===== config.mk =====
export PLATFORM = sky130hd
export DESIGN_NAME = l2_arbiter
export DESIGN_NICKNAME = d
export VERILOG_FILES = /design/src/rtl/l2_arbiter.sv
export SDC_FILE = /design/constraint.sdc
export NUM_CORES = 1
export LEC_CHECK = 0
export ABC_AREA = 1
export BUFFER_PORTS_ARGS = -buffer_cell sky130_fd_sc_hd__buf_4
export CORE_AREA = 5 5 545 547
export CTS_BUF_LIST = sky130_fd_sc_hd__clkbuf_4
export DETAILED_ROUTE_END_ITERATION = 16
export DIE_AREA = 0 0 550 552
export PLACE_DENSITY = 0.3
export SYNTH_ARGS = -nofsm -noshare
export SYNTH_HDL_FRONTEND = slang
export SYNTH_SLANG_ARGS = --single-unit

===== constraint.sdc =====
create_clock -name clk -period 2 [get_ports clk]
set_input_delay 0 -clock clk [delete_from_list [all_inputs] [get_ports clk]]
set_output_delay 0 -clock clk [all_outputs]
set_load 0.005 [all_outputs]

===== src/rtl/l2_arbiter.sv =====
// l2_arbiter: round-robin share of the single L2 port between the L1 I-cache and D-cache miss paths.
// Latency: l2_read/l2_write assert one cycle after a request is seen in IDLE; x_resp/x_rdata are combinational with l2_resp.
// Backpressure: the loser holds its request; one IDLE cycle separates transactions, so continuous requesters alternate.
// Ports: clk/rst (sync, active-high); i_* and d_* requester sides; l2_* cache port; i_grants/d_grants saturating completion counts.
module l2_arbiter #(
    parameter int ADDR_W = 32,
    parameter int LINE_W = 256,
    parameter int CNT_W  = 16
) (
    input  logic              clk,
    input  logic              rst,
    input  logic              i_read,
    input  logic [ADDR_W-1:0] i_addr,
    output logic [LINE_W-1:0] i_rdata,
    output logic              i_resp,
    input  logic              d_read,
    input  logic              d_write,
    input  logic [ADDR_W-1:0] d_addr,
    input  logic [LINE_W-1:0] d_wdata,
    output logic [LINE_W-1:0] d_rdata,
    output logic              d_resp,
    output logic              l2_read,
    output logic              l2_write,
    output logic [ADDR_W-1:0] l2_addr,
    output logic [LINE_W-1:0] l2_wdata,
    input  logic [LINE_W-1:0] l2_rdata,
    input  logic              l2_resp,
    output logic [CNT_W-1:0]  i_grants,
    output logic [CNT_W-1:0]  d_grants
);

    typedef enum logic [1:0] {
        IDLE    = 2'd0,
        SERVE_I = 2'd1,
        SERVE_D = 2'd2
    } state_t;

    // last_grant encoding: 0 = I, 1 = D
    localparam logic LG_I = 1'b0;
    localparam logic LG_D = 1'b1;

    state_t             state_q, state_d;
    logic               last_grant_q, last_grant_d;
    logic [ADDR_W-1:0]  l2_addr_q, l2_addr_d;
    logic [LINE_W-1:0]  l2_wdata_q, l2_wdata_d;
    logic               l2_read_q, l2_read_d;
    logic               l2_write_q, l2_write_d;
    logic [CNT_W-1:0]   i_grants_q, i_grants_d;
    logic [CNT_W-1:0]   d_grants_q, d_grants_d;

    logic i_req, d_req, grant_i, grant_d;

    assign i_req = i_read;
    assign d_req = d_read | d_write;

    // On a tie the side that did not win last time gets the port.
    assign grant_d = d_req & (~i_req | (last_grant_q == LG_I));
    assign grant_i = i_req & ~grant_d;

    always_comb begin
        state_d      = state_q;
        last_grant_d = last_grant_q;
        l2_addr_d    = l2_addr_q;
        l2_wdata_d   = l2_wdata_q;
        l2_read_d    = l2_read_q;
        l2_write_d   = l2_write_q;
        i_grants_d   = i_grants_q;
        d_grants_d   = d_grants_q;

        case (state_q)
            IDLE: begin
                // l2_resp here has no owner and is dropped.
                if (grant_d) begin
                    state_d      = SERVE_D;
                    last_grant_d = LG_D;
                    l2_addr_d    = d_addr;
                    l2_wdata_d   = d_wdata;
                    // Write-back takes precedence when both strobes are high.
                    l2_write_d   = d_write;
                    l2_read_d    = d_read & ~d_write;
                end else if (grant_i) begin
                    state_d      = SERVE_I;
                    last_grant_d = LG_I;
                    l2_addr_d    = i_addr;
                    l2_read_d    = 1'b1;
                    l2_write_d   = 1'b0;
                end
            end
            SERVE_I: begin
                if (l2_resp) begin
                    state_d    = IDLE;
                    l2_read_d  = 1'b0;
                    l2_write_d = 1'b0;
                    if (i_grants_q != {CNT_W{1'b1}}) i_grants_d = i_grants_q + CNT_W'(1);
                end
            end
            SERVE_D: begin
                if (l2_resp) begin
                    state_d    = IDLE;
                    l2_read_d  = 1'b0;
                    l2_write_d = 1'b0;
                    if (d_grants_q != {CNT_W{1'b1}}) d_grants_d = d_grants_q + CNT_W'(1);
                end
            end
            default: begin
                state_d    = IDLE;
                l2_read_d  = 1'b0;
                l2_write_d = 1'b0;
            end
        endcase
    end

    always_ff @(posedge clk) begin
        if (rst) begin
            state_q      <= IDLE;
            last_grant_q <= LG_I;
            l2_addr_q    <= '0;
            l2_wdata_q   <= '0;
            l2_read_q    <= 1'b0;
            l2_write_q   <= 1'b0;
            i_grants_q   <= '0;
            d_grants_q   <= '0;
        end else begin
            state_q      <= state_d;
            last_grant_q <= last_grant_d;
            l2_addr_q    <= l2_addr_d;
            l2_wdata_q   <= l2_wdata_d;
            l2_read_q    <= l2_read_d;
            l2_write_q   <= l2_write_d;
            i_grants_q   <= i_grants_d;
            d_grants_q   <= d_grants_d;
        end
    end

    assign l2_addr  = l2_addr_q;
    assign l2_wdata = l2_wdata_q;
    assign l2_read  = l2_read_q;
    assign l2_write = l2_write_q;
    assign i_grants = i_grants_q;
    assign d_grants = d_grants_q;

    // Only the owner of the port ever sees the completion.
    assign i_resp  = (state_q == SERVE_I) & l2_resp;
    assign d_resp  = (state_q == SERVE_D) & l2_resp;
    assign i_rdata = l2_rdata;
    assign d_rdata = l2_rdata;

endmodule


# [Word level (Yosys, flattened, before mapping)]
# Cells that the tools add are included.
[word_totals] regBits=325 word_cells=49
[op_classes] eq_ne=6 muxes=14 bitwise=11 reduce_logical=8 n_addsub=2
[ops] cell="32-bit 2-to-1 mux" n=2
[ops] cell="16-bit by 1-bit adder with 16-bit output (second input constant)" n=2
[ops] cell="16-bit inequality test (second input constant)" n=2
[ops] cell="1-bit 2-to-1 mux" n=6
[ops] cell="2-bit 2-to-1 mux" n=3
[ops] cell="2-bit AND reduction" n=3
[ops] cell="3-bit AND reduction" n=2
[ops] cell="1-bit AND" n=5
[ops] cell="1-bit inverter" n=4
[ops] cell="1-bit one-hot mux with 2 select lines" n=2
[ops] cell="2-bit one-hot mux with 2 select lines" n=1
[ops] cell="3-bit inequality test (second input constant)" n=1
[ops] cell="2-bit by 1-bit equality test with 1-bit output (second input constant)" n=1
[ops] cell="2-bit equality test (second input constant)" n=1
[ops] cell="2-bit zero test" n=1
[ops] cell="2-bit by 1-bit inequality test with 1-bit output (second input constant)" n=1
[ops] cell="1-bit OR" n=2
[ops] cell="2-bit nonzero test" n=1
[ops] cell="2-bit OR reduction" n=1

# [Depth between registers and ports, before layout]
[depth] depth_word=8 ltp_mapped=10 depth_no_buf=10

# [Worst setup path after synthesis]
# Ideal clock, no wire load.
[synth_path] path_kind="register -> register" start="reg d_grants_q[0], in the netlist d_grants[0]" end="reg d_grants_q[1], in the netlist d_grants[1]" required_time_ns=1.884 arrival_ns=1.428 setup_time_ns=0.116 stages_incl_launch_ff=10 path_slack_ns=0.457 path_buffers=1 path_cell_list="dfxtp_1 ha_1 nand2_1 nor2_1 nand2_1 nor2_2 nor2_4 buf_6 nor2_1 nor2_1"
[synth_via] elab_chain_cells=2
[synth_lines] item="from (decl)" line="49" text="logic [CNT_W-1:0] d_grants_q, d_grants_d;"
[synth_lines] item="from (signal assigned)" line="131" text="d_grants_q <= d_grants_d;"
[synth_lines] item="parallel branches: the longest is 2 deep, another holds 16-bit by 1-bit adder with 16-bit output"
# Several ways; the timed one is not identified.
# A chain may end at the register's enable or synchronous reset.

# [Worst setup path after layout]
[layout_path] start="reg state_q[0]" end="out d_resp"
[layout_via] elab_chain_cells=2
[layout_lines] item="from (decl)" line="42" text="state_t state_q, state_d;"
[layout_lines] item="from (signal assigned)" line="124" text="state_q <= state_d;"
[layout_lines] item="2-bit equality test" line="144" text="assign d_resp = (state_q == SERVE_D) & l2_resp;"
[layout_lines] item="1-bit AND" line="144"
[layout_lines] item="to (decl)" line="21" text="output logic d_resp,"
# Every way passes these cells.

==> impl_results.html <==
<table>
<tr><th>Metric</th><th>Value</th></tr>
<tr><th colspan="2">Placed design</th></tr>
<tr><td>Post-detailed-placement half-perimeter wirelength</td><td>158000 um</td></tr>
<tr><td>Number of cells after detailed placement</td><td>6189</td></tr>
<tr><td>Input/output buffers</td><td>649</td></tr>
<tr><td>Cell area after placement</td><td>22300 um2</td></tr>
<tr><td>Final weighted congestion in routability-driven placement</td><td>0.787</td></tr>
<tr><th colspan="2">STA</th></tr>
<tr><td>Transition time at the pin with the least slew margin</td><td>684 ps</td></tr>
<tr><td>Top achievable clock speed</td><td>480 MHz</td></tr>
<tr><td>Relative slew slack</td><td>54.4%</td></tr>
<tr><td>Final Cycle Share</td><td>104%</td></tr>
<tr><td>Final setup vio count</td><td>1</td></tr>
<tr><td>Shortest clock period the worst path allows after layout</td><td>2080 ps</td></tr>
<tr><td>Final-layout worst hold slack</td><td>-436 ps</td></tr>
<tr><td>Pins Over Slew Limit</td><td>0</td></tr>
<tr><td>Final count of hold timing violations</td><td>32</td></tr>
<tr><td>Unrepaired setup endpoints after global routing</td><td>true</td></tr>
<tr><td>Fin worst setup slack</td><td>-81.4 ps</td></tr>
<tr><td>Layout Skew</td><td>113 ps</td></tr>
<tr><th colspan="2">Power</th></tr>
<tr><td>Cell area power density</td><td>1030 nW/um2</td></tr>
<tr><td>Largest vdd supply drop</td><td>0.456 mV</td></tr>
<tr><td>Static power due to leakage</td><td>12.8 nW</td></tr>
<tr><th colspan="2">Synth</th></tr>
<tr><td>Sequential cell area fraction in the yosys report</td><td>40.5%</td></tr>
<tr><td>Area leader, netlist</td><td>dfxtp_1</td></tr>
<tr><td>Fraction of registers with async set or reset after synthesis</td><td>0%</td></tr>
<tr><td>Number of warnings printed during yosys synthesis</td><td>0</td></tr>
<tr><td>Top FF cell, synth</td><td>dfxtp_1</td></tr>
<tr><td>Number of distinct library cells after synthesis</td><td>26</td></tr>
<tr><td>Number of instances in the synthesized netlist</td><td>2153</td></tr>
<tr><td>Net count after synthesis</td><td>2740</td></tr>
<tr><td>Ranking of synthesized cells by area</td><td>dfxtp_1 41%, buf_4 24%, nor2_1 14%</td></tr>
<tr><td>Post-synthesis instance area</td><td>16100 um2</td></tr>
<tr><td>Mean post-synth cell area</td><td>7.46 um2</td></tr>
<tr><td>Synthesized flop and latch total</td><td>325</td></tr>
<tr><td>Fraction of synthesized cell area taken by the top area cell type</td><td>40.5%</td></tr>
<tr><td>Number of enable-type register cells in the synthesized netlist</td><td>0</td></tr>
<tr><th colspan="2">Run</th></tr>
<tr><td># Max-Cap Violations</td><td>0</td></tr>
<tr><th colspan="2">Floorplanning</th></tr>
<tr><td>Ports placed on the boundary</td><td>1418</td></tr>
<tr><td>Core box area</td><td>292000 um2</td></tr>
<tr><td>Chip Height</td><td>552 um</td></tr>
<tr><td>Starting utilization of the core area</td><td>5.50%</td></tr>
<tr><td>Overall die width</td><td>550 um</td></tr>
<tr><td>Area enclosed by the die boundary</td><td>304000 um2</td></tr>
<tr><td>Cell row count</td><td>199</td></tr>
<tr><th colspan="2">Global routing</th></tr>
<tr><td>Total Routing Usage GR</td><td>11.6%</td></tr>
<tr><td>Global-route wire length before repair</td><td>227000 um</td></tr>
<tr><td>Via count of the first global-routing pass</td><td>19.4k</td></tr>
<tr><td>Largest net degree at the start of global routing</td><td>67</td></tr>
<tr><td>Antenna violations before repair</td><td>38</td></tr>
<tr><td>GRT overflow</td><td>0</td></tr>
<tr><th colspan="2">Finish</th></tr>
<tr><td>Share of final-layout standard cells stronger than drive strength 1</td><td>32.0%</td></tr>
<tr><td>Non-Filler Instances</td><td>7122</td></tr>
<tr><td>Number of nets in the layout</td><td>3709</td></tr>
<tr><td>Area growth from synthesis to layout</td><td>98.0%</td></tr>
<tr><td>Final Instance Area</td><td>31800 um2</td></tr>
<tr><td>Fraction of the core area covered by cells at the end of the flow</td><td>10.9%</td></tr>
<tr><td>Number of filler cells placed in the layout</td><td>33.9k</td></tr>
<tr><th colspan="2">Clock network</th></tr>
<tr><td>CTS tree</td><td>yes</td></tr>
<tr><td>Later-pin clock latency in the skew report</td><td>1120 ps</td></tr>
<tr><td>Cell at the root of the clock tree</td><td>clkbuf_4</td></tr>
<tr><td>Htree depth</td><td>3</td></tr>
<tr><td>Clock buffer count from CTS</td><td>117</td></tr>
<tr><td>Sinks on Clock Net</td><td>325</td></tr>
<tr><td>Clock transition at the registers of the reported paths</td><td>60 ps</td></tr>
<tr><td>Deepest clock path buffer count</td><td>4</td></tr>
<tr><th colspan="2">Setup path</th></tr>
<tr><td>Top fanout value on the critical path</td><td>3</td></tr>
<tr><td>Crit path launch type</td><td>flop</td></tr>
<tr><td>Internal reg-to-reg setup slack</td><td>80 ps</td></tr>
<tr><td>Path depth of the worst reg2reg path</td><td>9</td></tr>
<tr><td>Critical register-to-register path startpoint</td><td>last_grant_q$_SDFFE_PP0P_</td></tr>
<tr><td>Arrival time at the worst endpoint</td><td>2080 ps</td></tr>
<tr><td>Worst Setup End Kind</td><td>primary output</td></tr>
<tr><td>Reg2Reg Capture Point</td><td>l2_addr[24]$_SDFFE_PP0P_</td></tr>
<tr><td>Critical setup path kind</td><td>reg -&gt; out</td></tr>
<tr><td>Data required time at the worst endpoint</td><td>2000 ps</td></tr>
<tr><th colspan="2">Routing</th></tr>
<tr><td>Detailed Routing Iterations Pass 1</td><td>5</td></tr>
<tr><td>Routed vias</td><td>18.5k</td></tr>
<tr><td>Iter 0 DRT Violations</td><td>792</td></tr>
<tr><td>Vias per std cell</td><td>2.59</td></tr>
<tr><td>Count of nets left with antenna violations after detail routing</td><td>0</td></tr>
<tr><td>Total wirelength of the detailed-routed design</td><td>187000 um</td></tr>
<tr><td>DRC violation count after routing</td><td>0</td></tr>
<tr><td>Drt wl/cell</td><td>26.2 um</td></tr>
<tr><th colspan="2">Run status</th></tr>
<tr><td>Violations in the final reports</td><td>negative hold slack, negative setup slack</td></tr>
<tr><td>Run status</td><td>finished with violations</td></tr>
<tr><th colspan="2">Hold path</th></tr>
<tr><td>Worst Hold Path Cells</td><td>6</td></tr>
<tr><td>Hold worst-path end</td><td>i_grants[12]$_SDFFE_PP0P_</td></tr>
<tr><td>Hold WC Path Type</td><td>in -&gt; reg</td></tr>
<tr><td>Worst hold start</td><td>l2_resp</td></tr>
</table>
logic make-up (layout without fill, tap and decap cells):
family / after synthesis / count (layout) / share of synthesized area, %
AND/OR/NAND/NOR: 803 / 803 / 19.3
buffers and inverters: 651 / 1689 / 27.8
AO/OA/AOI/OAI: 357 / 357 / 11.3
flip-flops: 325 / 325 / 40.5
XOR/XNOR: 12 / 12 / 0.654
adder cells (fa/ha/maj): 5 / 5 / 0.389
other: 0 / 12 / 0
cell type report:
type,count,area (um2),share of cell area (%)
Clock buffer,171,1280,4.04
Sequential cell,325,6550,20.6
Antenna cell,12,30.0,0.0944
Clock inverter,17,121,0.382
Timing Repair Buffer,1467,13500,42.4
Timing Repair inverter,2,17.5,0.0551
Multi-Input combinational cell,1177,5260,16.5
Tap cell,3919,4900,15.4
Inverter,32,160,0.504
cell usage in the layout, fill, tap and decap left out, types with 12 or more instances in the layout:
| cell | Yosys | final |
|---|---|---|
| buf_4 | 515 | 702 |
| dlygate4sd3_1 | 0 | 700 |
| nor2_1 | 597 | 584 |
| dfxtp_1 | 325 | 300 |
| clkbuf_4 | 0 | 171 |
| nand2_1 | 168 | 164 |
| o21ai_0 | 202 | 132 |
| o21ai_1 | 61 | 122 |
| a21oi_1 | 90 | 87 |
| buf_6 | 2 | 26 |
| inv_1 | 29 | 24 |
| nand3_1 | 21 | 21 |
| dfxtp_2 | 0 | 21 |
| nor2_2 | 5 | 17 |
| buf_12 | 0 | 15 |
| clkinv_1 | 0 | 14 |
| diode_2 | 0 | 12 |
sequential cells by signal (all words and copies together), names as in the netlist:
signal,cells
l2_wdata,256
l2_addr,32
d_grants,16
i_grants,16
state_q,2
l2_read,1
l2_write,1
last_grant_q,1
per-layer routing:
| layer | global-route usage (%) | share of wire (%) |
|---|---|---|
| met1 | 8.12 | 25 |
| met2 | 20.3 | 49 |
| met3 | 12.4 | 23 |
| met4 | 3.33 | 3.1 |
| met5 | 0.871 | 0.18 |
worst max-delay path, cell delays in order, from the launching register on:
cell and delay [ps]:
dfxtp_2 340, inv_2 50, ha_4 150, nand2_4 60
buf_12 120, clkinvlp_4 100, buf_6 140
through the flow:
step	setup TNS [ps]	power (mW)	setup slack (ps)
6_report	-81.4	32.8	-81.4
5_1_grt	-688	35.4	-385
4_1_cts	-5680	33.1	-493
3_5_place_dp	0	22.0	35.0
3_3_place_gp	0	22.1	17.7
2_1_floorplan	0	14.1	457
cell usage after synthesis (5+ instances only):
library cell and instances:
nand2_1 168, nor2_2 5, nand3_1 21, nand4_1 7, clkbuf_2 11, ha_1 5, clkbuf_1 36, o21ai_1 61
xor2_1 9, o21ai_0 202, a21oi_1 90, nor2_1 597, dfxtp_1 325, buf_4 515, inv_1 29, buf_2 54
report_power, final:
part | leakage [nW] | switching, mW | internal, mW
logic | 9.24 | 8.44 | 6.93
registers | 2.70 | 1.24 | 8.34
clock network | 0.842 | 3.77 | 4.07
total | 12.8 | 13.4 | 19.3
worst max path at each step:
stage	depth (start not counted)	endpoint	from	slack, ps
floorplan	9	d_grants[1]$_SDFFE_PP0P_	d_grants[0]$_SDFFE_PP0P_	460
global placement	9	l2_wdata[205]$_SDFFE_PP0P_	state_q[0]$_SDFFE_PP0P_	20
detailed placement	9	l2_wdata[205]$_SDFFE_PP0P_	state_q[0]$_SDFFE_PP0P_	30
finish	6	d_resp	state_q[0]$_SDFFE_PP0P_	-80
CTS	6	d_resp	state_q[0]$_SDFFE_PP0P_	-490
global route	6	d_resp	state_q[0]$_SDFFE_PP0P_	-390
what timing repair did:
item	in CTS	in global routing
hold buffers	701	3
setup endpoints to repair	123	169
gates cloned	8	9
endpoints found under the hold margin	325	36
gates resized for setup	154	53
buffers inserted	16	9
pin swaps	5	8
Note: power is estimated with default switching activity, not from simulation.
